## config.mk

```make
export PLATFORM = sky130hd
export DESIGN_NAME = key_scan_debounce
export DESIGN_NICKNAME = d
export VERILOG_FILES = /design/src/rtl/key_scan_debounce.sv
export SDC_FILE = /design/constraint.sdc
export NUM_CORES = 1
export LEC_CHECK = 0
export CAP_MARGIN = 25
export CORE_MARGIN = 2
export CORE_UTILIZATION = 43
export DETAILED_ROUTE_END_ITERATION = 8
export SETUP_SLACK_MARGIN = 0.15
export SLEW_MARGIN = 20
export SYNTH_ARGS = -nofsm -noshare
export SYNTH_HDL_FRONTEND = slang
export SYNTH_SLANG_ARGS = --single-unit
```

## constraint.sdc

```tcl
create_clock -name clk -period 4.81 [get_ports clk]
set_input_delay 0.962 -clock clk [delete_from_list [all_inputs] [get_ports clk]]
set_output_delay 0.962 -clock clk [all_outputs]
set_load 0.02 [all_outputs]
```

## src/rtl/key_scan_debounce.sv

```systemverilog
// Front-panel key debouncer: one shared prescaler and one shared integrate/compare
// datapath, time-multiplexed across N_KEYS inputs by a small scan FSM.
module key_scan_debounce #(
  parameter int unsigned N_KEYS       = 4,
  parameter int unsigned TICK_DIV     = 65536,
  parameter int unsigned STABLE_TICKS = 8
) (
  input  logic              clk,
  input  logic              rst_n,
  input  logic [N_KEYS-1:0] in_i,
  output logic [N_KEYS-1:0] level_o,
  output logic [N_KEYS-1:0] press_o,
  output logic [N_KEYS-1:0] release_o,
  output logic              scan_busy_o
);

  localparam int unsigned PW = (TICK_DIV > 1) ? $clog2(TICK_DIV) : 1;
  localparam int unsigned IW = (N_KEYS > 1) ? $clog2(N_KEYS) : 1;
  localparam int unsigned CW = $clog2(STABLE_TICKS + 1);

  typedef enum logic {
    IDLE = 1'b0,
    SCAN = 1'b1
  } state_e;

  state_e                       state_q, state_d;
  logic [IW-1:0]                idx_q, idx_d;
  logic [PW-1:0]                presc_q, presc_d;
  logic [N_KEYS-1:0]            sync1_q, sync2_q;
  logic [N_KEYS-1:0]            level_q, level_d;
  logic [N_KEYS-1:0]            press_q, press_d;
  logic [N_KEYS-1:0]            release_q, release_d;
  logic                         scan_busy_q, scan_busy_d;
  logic [N_KEYS-1:0][CW-1:0]    cnt_q, cnt_d;

  logic                         tick_c;
  logic                         samp_c;
  logic                         lvl_c;
  logic [CW-1:0]                cnt_inc_c;

  // Free-running sample prescaler; the terminal count is the scan tick.
  always_comb begin
    tick_c  = (presc_q == PW'(TICK_DIV - 1));
    presc_d = tick_c ? '0 : presc_q + PW'(1);
  end

  // Two-flop synchroniser for the raw asynchronous key pins.
  always_ff @(posedge clk or negedge rst_n) begin
    if (!rst_n) begin
      sync1_q <= '0;
      sync2_q <= '0;
    end else begin
      sync1_q <= in_i;
      sync2_q <= sync1_q;
    end
  end

  // Scan FSM next state plus the shared integrate/compare step for key idx_q.
  always_comb begin
    state_d   = state_q;
    idx_d     = idx_q;
    level_d   = level_q;
    press_d   = '0;
    release_d = '0;
    cnt_d     = cnt_q;
    samp_c    = sync2_q[idx_q];
    lvl_c     = level_q[idx_q];
    cnt_inc_c = cnt_q[idx_q] + CW'(1);

    case (state_q)
      IDLE: begin
        if (tick_c) begin
          state_d = SCAN;
          idx_d   = '0;
        end
      end
      SCAN: begin
        // A tick landing here is ignored; the scan simply runs to completion.
        if (samp_c == lvl_c) begin
          cnt_d[idx_q] = '0;
        end else if (cnt_inc_c == CW'(STABLE_TICKS)) begin
          level_d[idx_q]   = ~lvl_c;
          cnt_d[idx_q]     = '0;
          press_d[idx_q]   = ~lvl_c;
          release_d[idx_q] = lvl_c;
        end else begin
          cnt_d[idx_q] = cnt_inc_c;
        end

        if (idx_q == IW'(N_KEYS - 1)) begin
          state_d = IDLE;
        end else begin
          idx_d = idx_q + IW'(1);
        end
      end
      default: begin
        state_d = IDLE;
      end
    endcase

    scan_busy_d = (state_d == SCAN);
  end

  // State, counters and registered outputs; reset abandons any scan in flight.
  always_ff @(posedge clk or negedge rst_n) begin
    if (!rst_n) begin
      state_q     <= IDLE;
      idx_q       <= '0;
      presc_q     <= '0;
      level_q     <= '0;
      press_q     <= '0;
      release_q   <= '0;
      scan_busy_q <= 1'b0;
      cnt_q       <= '0;
    end else begin
      state_q     <= state_d;
      idx_q       <= idx_d;
      presc_q     <= presc_d;
      level_q     <= level_d;
      press_q     <= press_d;
      release_q   <= release_d;
      scan_busy_q <= scan_busy_d;
      cnt_q       <= cnt_d;
    end
  end

  assign level_o     = level_q;
  assign press_o     = press_q;
  assign release_o   = release_q;
  assign scan_busy_o = scan_busy_q;

endmodule

```

==> results by group, run 1 <==
Run status
  – Outcome: finished, final reports clean

Detailed routing
  – WL/cell: ~14 µm
  – Iter 0 DRT Violations: 77
  – ANT nets after route: 0
  – Via count: 1473
  – WL final: approximately 4000 µm
  – Vias per cell: 5.08
  – Drt pass-1 iters: 4
  – DRC: 0

Yosys
  – Number of flops mapped to enable cells by yosys: 0
  – Synthesized flop and latch total: 55
  – Mean Syn Cell Area: 12.1 µm²
  – Syn. warnings: 0
  – Synthesized cell area: 2370 µm²
  – Fraction of registers with async set or reset after synthesis: between 90% and 100%
  – Main synth FF type: dfrtp_1
  – Syn Inst Count: 196
  – Seq/Total Area, Yosys: 58.1%
  – Syn Nets: 208
  – Synth cell types: 32

GRT
  – Initial antenna violation count: 0
  – Largest net degree at the start of global routing: 56
  – Vias in the first global route: ~1500
  – Gr usage total: approximately 15%
  – First-pass GRT wire length: between 7000 and 8000 µm
  – GR Util met3: ~3.7%
  – Gr ovfl total: 0
  – Grt met1 use: 21.9%
  – Top Usage Layer GRT: met2
  – M2 GR Usage: 24.1%

Floorplanning
  – Die area: 6110 µm²
  – Placeable Area: roughly 5400 µm²
  – Starting Density: 43.8%
  – IO Pins: 19
  – Die Y: 78.2 µm
  – Die width: about 80 µm
  – Num rows: 27

Timing
  – Post-route setup TNS: 0 ps
  – Post-route clock period utilization: 54.0%
  – Slew HR: a little under half
  – RSZ-0062 raised after global routing: false
  – Clk_skew: 10.1 ps
  – Final Max Slew Viols: 0
  – FMAX: 0.385 GHz
  – Worst-Margin Slew: 780 ps
  – Final Setup Violations: 0
  – Min Clock Period, post-route: between 2000 and 3000 ps
  – Fin. Hold Viols: 0
  – Hold_ws: ~350 ps

Worst setup path
  – RR Startpoint: idx_q[0]$_DFFE_PN0P_
  – Worst Setup End Kind: flop
  – Cells along the critical path: mux4_1, xnor2_1, or2_1, o21ai_0
  – Setup Crit Path Kind: reg2reg
  – Crit path launch: idx_q[0]$_DFFE_PN0P_
  – Slowest-stage cell, CP: mux4_1
  – Crit Path Max Fanout: 12
  – Crit path DAT: between 2000 and 3000 ps
  – Worst Path Required: 4980 ps
  – Worst r2r path cells: 4
  – R2R Setup Slk: approximately 2200 ps
  – FF-to-FF End: cnt_q[13]$_DFFE_PN0P_
  – Worst Setup Start Kind: flop
  – Slowest stage delay, CP: 840 ps

Hold path
  – Cells on Worst Hold Path: 0
  – Hold_sp: sync1_q[2]$_DFF_PN0_
  – Worst Hold Class: reg2reg
  – Hold Path Sink: sync2_q[2]$_DFF_PN0_

Pwr
  – Leakage: between 1 and 1.5 nW
  – Pwr Total: 0.730 mW
  – Worst VDD drop: 125 µV
  – Power Density: 270 nW/µm²

Layout
  – NumNets Final: 230
  – Most frequent cells in the layout: dfrtp_1 (55), nand2_1 (26), clkdlybuf4s50_1 (17), nand3_1 (15), nor2_1 (14)
  – Area growth, synth to finish: 14.0%
  – Commonest non-fill, non-tap cell in the layout: dfrtp_1
  – Layout cells sized above 1: 7.34%
  – Final Cell Area: 2700 µm²
  – Antenna diodes: 0

Placement
  – Placed cell areas: 2610 µm²
  – GPL Wtd Cong: 0.776
  – Buffers on Ports: 18
  – HPWL after DPL: 2820 µm

CTS
  – Hold Buf Count CTS: 0
  – CTS buffer count: 5
  – Clk buf depth: 2
  – Clk_lat worst skew: roughly 300 ps
  – CTS resizes: 0
  – Worst-path clk slew: 90 ps
  – CTS root buffer: clkbuf_8
  – Post-CTS setup buffer count: 0
  – CTS tree: done
  – CTS H-tree lvls: 2
  – Clock Sinks: 55

Run
  – Max cap viols: 0
## metrics by stage
| stage | utilization, % | std cells | worst slack (ps) |
|---|---|---|---|
| CTS | 49.9 | 290 | 2210 |
| detailed placement | 48.3 | 283 | 2220 |
| global route | 49.9 | 290 | 2020 |
| floorplan | - | 196 | 2680 |
| global placement | 48.2 | 282 | 2350 |
| finish | 49.9 | 290 | 2210 |
## logic make-up after synthesis
group | synth area share, %
AO/OA/AOI/OAI | 8.03
adder cells (fa/ha/maj) | 3.17
buffers and inverters | 1.74
AND/OR/NAND/NOR | 14.7
multiplexers | 8.24
flip-flops | 58.1
XOR/XNOR | 5.92
## sequential cells by signal, indices dropped and copies added, names as in the netlist
| register | count |
|---|---|
| cnt_q | 16 |
| release_o | 4 |
| level_o | 4 |
| press_o | 4 |
| sync1_q | 4 |
| presc_q | 16 |
| idx_q | 2 |
| sync2_q | 4 |
| scan_busy_o | 1 |
## final cells by class
cell class,count,area (µm²)
Fill cell,495,2710
Sequential cell,55,1380
Multi-Input combinational cell,134,950
Timing Repair Buffer,20,188
Tap cell,72,90.1
Clock buffer,6,82.6
Inverter,2,7.51
Clock inverter,1,5.00
## synth_stat cells, types with 3 or more instances
master / instances / area, µm²
and4_1: 3 / 26.3
clkbuf_1: 3 / 11.3
dfrtp_1: 55 / 1380
ha_1: 6 / 75.1
mux2_2: 4 / 45.0
mux4_1: 4 / 105
nand2_1: 26 / 97.6
nand3_1: 15 / 75.1
nor2_1: 14 / 52.6
nor2b_1: 3 / 18.8
nor3_1: 6 / 30.0
o211ai_1: 4 / 30.0
o21ai_0: 9 / 45.0
o31ai_1: 8 / 60.1
xnor2_1: 10 / 87.6
xor2_1: 6 / 52.6
## power by group
group / switching [mW] / internal (mW) / leakage, nW
Combinational: 0.0119 / 0.00460 / 0.403
Sequential: 0.000751 / 0.465 / 0.736
Clock: 0.134 / 0.113 / 0.0470
Total: 0.147 / 0.583 / 1.19
## layer usage
metal / wire [µm] / up-vias
met5: 0 / -
met4: 35 / 0
met3: 129 / 4
met2: 1890 / 24
met1: 1980 / 706
li1: - / 739
## how the worst max path moves through the flow
stage	endpoint	cells past startpoint	slack, ps
final	cnt_q[13]$_DFFE_PN0P_	4	2210
after global routing	cnt_q[13]$_DFFE_PN0P_	4	2020
after CTS	cnt_q[13]$_DFFE_PN0P_	4	2210
after detailed placement	cnt_q[13]$_DFFE_PN0P_	4	2220
after global placement	cnt_q[9]$_DFFE_PN0P_	4	2350
after floorplan	cnt_q[4]$_DFFE_PN0P_	7	2680
## worst max-delay path: cells and delay by family, from the launching register on
family	cells	cell delay, ps
muxes	1	840
DFF	1	650
xor gates and xnor gates	1	500
AOI/OAI and AO/OA	1	150
and+or+nand+nor	1	340
Note: power is estimated with default switching activity, not from simulation.
==> run 2: changes to the inputs <==
==> constraint.sdc (replaced) <==
create_clock -name clk -period 2.44 [get_ports clk]
set_input_delay 0.488 -clock clk [delete_from_list [all_inputs] [get_ports clk]]
set_output_delay 0.488 -clock clk [all_outputs]
set_load 0.02 [all_outputs]
==> run 2 against run 1 <==
  * Total power up 97%
  * Largest power group unchanged
  * Clock power up 95%
  * Global-route usage up 0.32 points
  * Combinational power up 130%
  * First-iteration DRC count down 32%
  * Non-clock buffer count up 8
  * Critical path type unchanged
  * Largest cell class unchanged
==> results by group, run 2 (synthesis gave the netlist of run 1 again) <==
Detailed routing
  – Iter 0 DRT Violations: 52 (was 77)
  – DRC: 0 (unchanged)
  – Vias per cell: 5.13 (was 5.08)
  – ANT nets after route: 0 (unchanged)
  – Drt pass-1 iters: 4 (unchanged)
  – Via count: 1533 (was 1473)
  – WL final: 4200 µm (was 4030 µm)
  – WL/cell: 14.0 µm (was 13.9 µm)

Pwr
  – Seq pwr share: 63.9% (about the same)
  – Power Density: 519 nW/µm² (was 270 nW/µm²)
  – Switching power: 0.307 mW (was 0.147 mW)
  – Switching share of power: 21.4% (was 20.1%)
  – Leakage: 1.24 nW (was 1.19 nW)
  – Pwr Total: 1.44 mW (was 0.730 mW)
  – Internal Power: 1.13 mW (was 0.583 mW)
  – Worst VDD drop: 316 µV (was 125 µV)
  – Comb pwr share: 2.6% (was 2.3%)
  – Clk pwr share: 33.5% (was 33.9%)

Floorplanning
  – Placeable Area: 5410 µm² (unchanged)
  – Num rows: 27 (unchanged)
  – Die width: 78.2 µm (unchanged)
  – Die Y: 78.2 µm (unchanged)
  – Die area: 6110 µm² (unchanged)
  – IO Pins: 19 (unchanged)
  – Starting Density: 43.8% (unchanged)

Timing
  – Hold_ws: 113 ps (was 352 ps)
  – FMAX: 0.469 GHz (was 0.385 GHz)
  – Final Max Slew Viols: 0 (unchanged)
  – RSZ-0062 raised after global routing: false (unchanged)
  – Final Worst Setup Slack: 308 ps (was 2210 ps)
  – Slew HR: 70.9% (was 47.6%)
  – Post-route clock period utilization: 87.4% (was 54.0%)
  – Min Clock Period, post-route: 2130 ps (was 2600 ps)
  – Fin. Hold Viols: 0 (unchanged)
  – Worst-Margin Slew: 434 ps (was 780 ps)
  – Clk_skew: 9.32 ps (was 10.1 ps)
  – Post-route setup TNS: 0 ps (unchanged)
  – Final Setup Violations: 0 (unchanged)

Placement
  – Dpl ws: 110 ps (was 2220 ps)
  – GPL Wtd Cong: 0.797 (was 0.776)
  – Buffers on Ports: 18 (unchanged)
  – HPWL after DPL: 2970 µm (was 2820 µm)

Worst setup path
  – Worst r2r path cells: 5 (was 4)
  – RR Startpoint: idx_q[0]$_DFFE_PN0P_ (unchanged)
  – Crit path launch: idx_q[0]$_DFFE_PN0P_ (unchanged)
  – Worst Setup Start Kind: flop (unchanged)
  – Top cell family by delay on the critical path: compound AO/OA/AOI/OAI gates (was multiplexers)
  – Slowest-stage cell, CP: mux4_1 (unchanged)
  – CP Buf/Inv Count: 0 (unchanged)
  – Setup Crit Path Kind: reg2reg (unchanged)
  – Worst Setup End Kind: flop (unchanged)
  – Cells along the critical path: mux4_1, a21boi_1, o211a_1, or2_4, o31ai_1 (was mux4_1, xnor2_1, or2_1, o21ai_0)
  – Slowest stage delay, CP: 620 ps (was 840 ps)
  – Crit path DAT: 2340 ps (was 2770 ps)
  – Crit. path cell count: 5 (was 4)
  – Worst Path Required: 2650 ps (was 4980 ps)
  – Crit Path Max Fanout: 8 (was 12)

CTS
  – Clk buf depth: 2 (unchanged)
  – CTS buffer count: 5 (unchanged)
  – Worst-path clk slew: 90 ps (about the same)
  – CTS tree: done (unchanged)
  – CTS H-tree lvls: 2 (unchanged)
  – Hold Buf Count CTS: 0 (unchanged)
  – CTS root buffer: clkbuf_8 (unchanged)
  – Clock Sinks: 55 (unchanged)
  – Clk_lat worst skew: 300 ps (about the same)

Layout
  – Layout cells sized above 1: 11.5% (was 7.34%)
  – Biggest regs: cnt_q (16), presc_q (16) (unchanged)
  – NumNets Final: 238 (was 230)
  – Antenna diodes: 0 (unchanged)
  – Area growth, synth to finish: 17.1% (was 14.0%)
  – Final core utilization: 51.3% (was 49.9%)
  – Most frequent cells in the layout: dfrtp_1 (54), nand2_1 (26), clkdlybuf4s50_1 (17), nand3_1 (15), nor2_1 (14) (was dfrtp_1 (55), nand2_1 (26), clkdlybuf4s50_1 (17), nand3_1 (15), nor2_1 (14))
  – # fillers: 490 (was 495)
  – Commonest non-fill, non-tap cell in the layout: dfrtp_1 (unchanged)

GRT
  – First-pass GRT wire length: 7490 µm (was 7460 µm)
  – Vias in the first global route: 1563 (was 1528)
  – Gr usage total: 15.7% (was 15.4%)
  – Largest net degree at the start of global routing: 21 (was 56)
  – Initial antenna violation count: 0 (unchanged)
  – Gr ovfl total: 0 (unchanged)

Run status
  – Outcome: finished, final reports clean (unchanged)

Run
  – Max cap viols: 0 (unchanged)

Hold path
  – Worst Hold Class: in2async (was reg2reg)
==> run 2: power by group through the flow <==
stage | registers [mW] | logic, mW | clock network [mW]
global placement | 0.937 | 0.0382 | 0
floorplan | 0.937 | 0.00844 | 0
global route | 0.919 | 0.0436 | 0.541
finish | 0.919 | 0.0375 | 0.482
detailed placement | 0.937 | 0.0385 | 0
CTS | 0.919 | 0.0385 | 0.506
==> run 2: final cells by class <==
class	count	area [µm²]	share of cell area [%]
clock buffers	6	72.6	2.62
clock inverters	2	12.5	0.451
inverters	2	7.51	0.271
multi-input cells	134	957	34.5
flip-flops and latches	55	1380	49.7
well taps	72	90.1	3.25
repair buffers	28	255	9.21
==> run 2: final timing paths <==
path                                   endpoint  slack, ps
max reg2reg                cnt_q[8]$_DFFE_PN0P_        310
min reg2reg                sync2_q[2]$_DFF_PN0_        360
min                        sync2_q[1]$_DFF_PN0_        110
max                        cnt_q[8]$_DFFE_PN0P_        310
min in group clk           sync2_q[2]$_DFF_PN0_        360
max in group asynchronous  idx_q[0]$_DFFE_PN0P_       1720
==> run 2: metal layers <==
| layer | up-vias | wire, µm | track usage [%] |
|---|---|---|---|
| li1 | 751 | - | - |
| met2 | 30 | 1930 | 24.4 |
| met1 | 741 | 2030 | 21.4 |
| met4 | 0 | 113 | 6.67 |
| met5 | - | 0 | 0 |
| met3 | 11 | 134 | 3.33 |
==> run 2: stage by stage <==
| stage | instances | area, µm² |
|---|---|---|
| 6_report | 299 | 2770 |
| 2_1_floorplan | 196 | 2370 |
| 3_5_place_dp | 289 | 2660 |
| 3_3_place_gp | 289 | 2660 |
| 4_1_cts | 297 | 2750 |
| 5_1_grt | 299 | 2770 |
==> run 2: repair_timing <==
item / 4_1_cts / 5_1_grt
setup endpoints to repair: 14 / 20
pin swaps: 0 / 0
buffers inserted: 0 / 2
gates resized for setup: 1 / 3
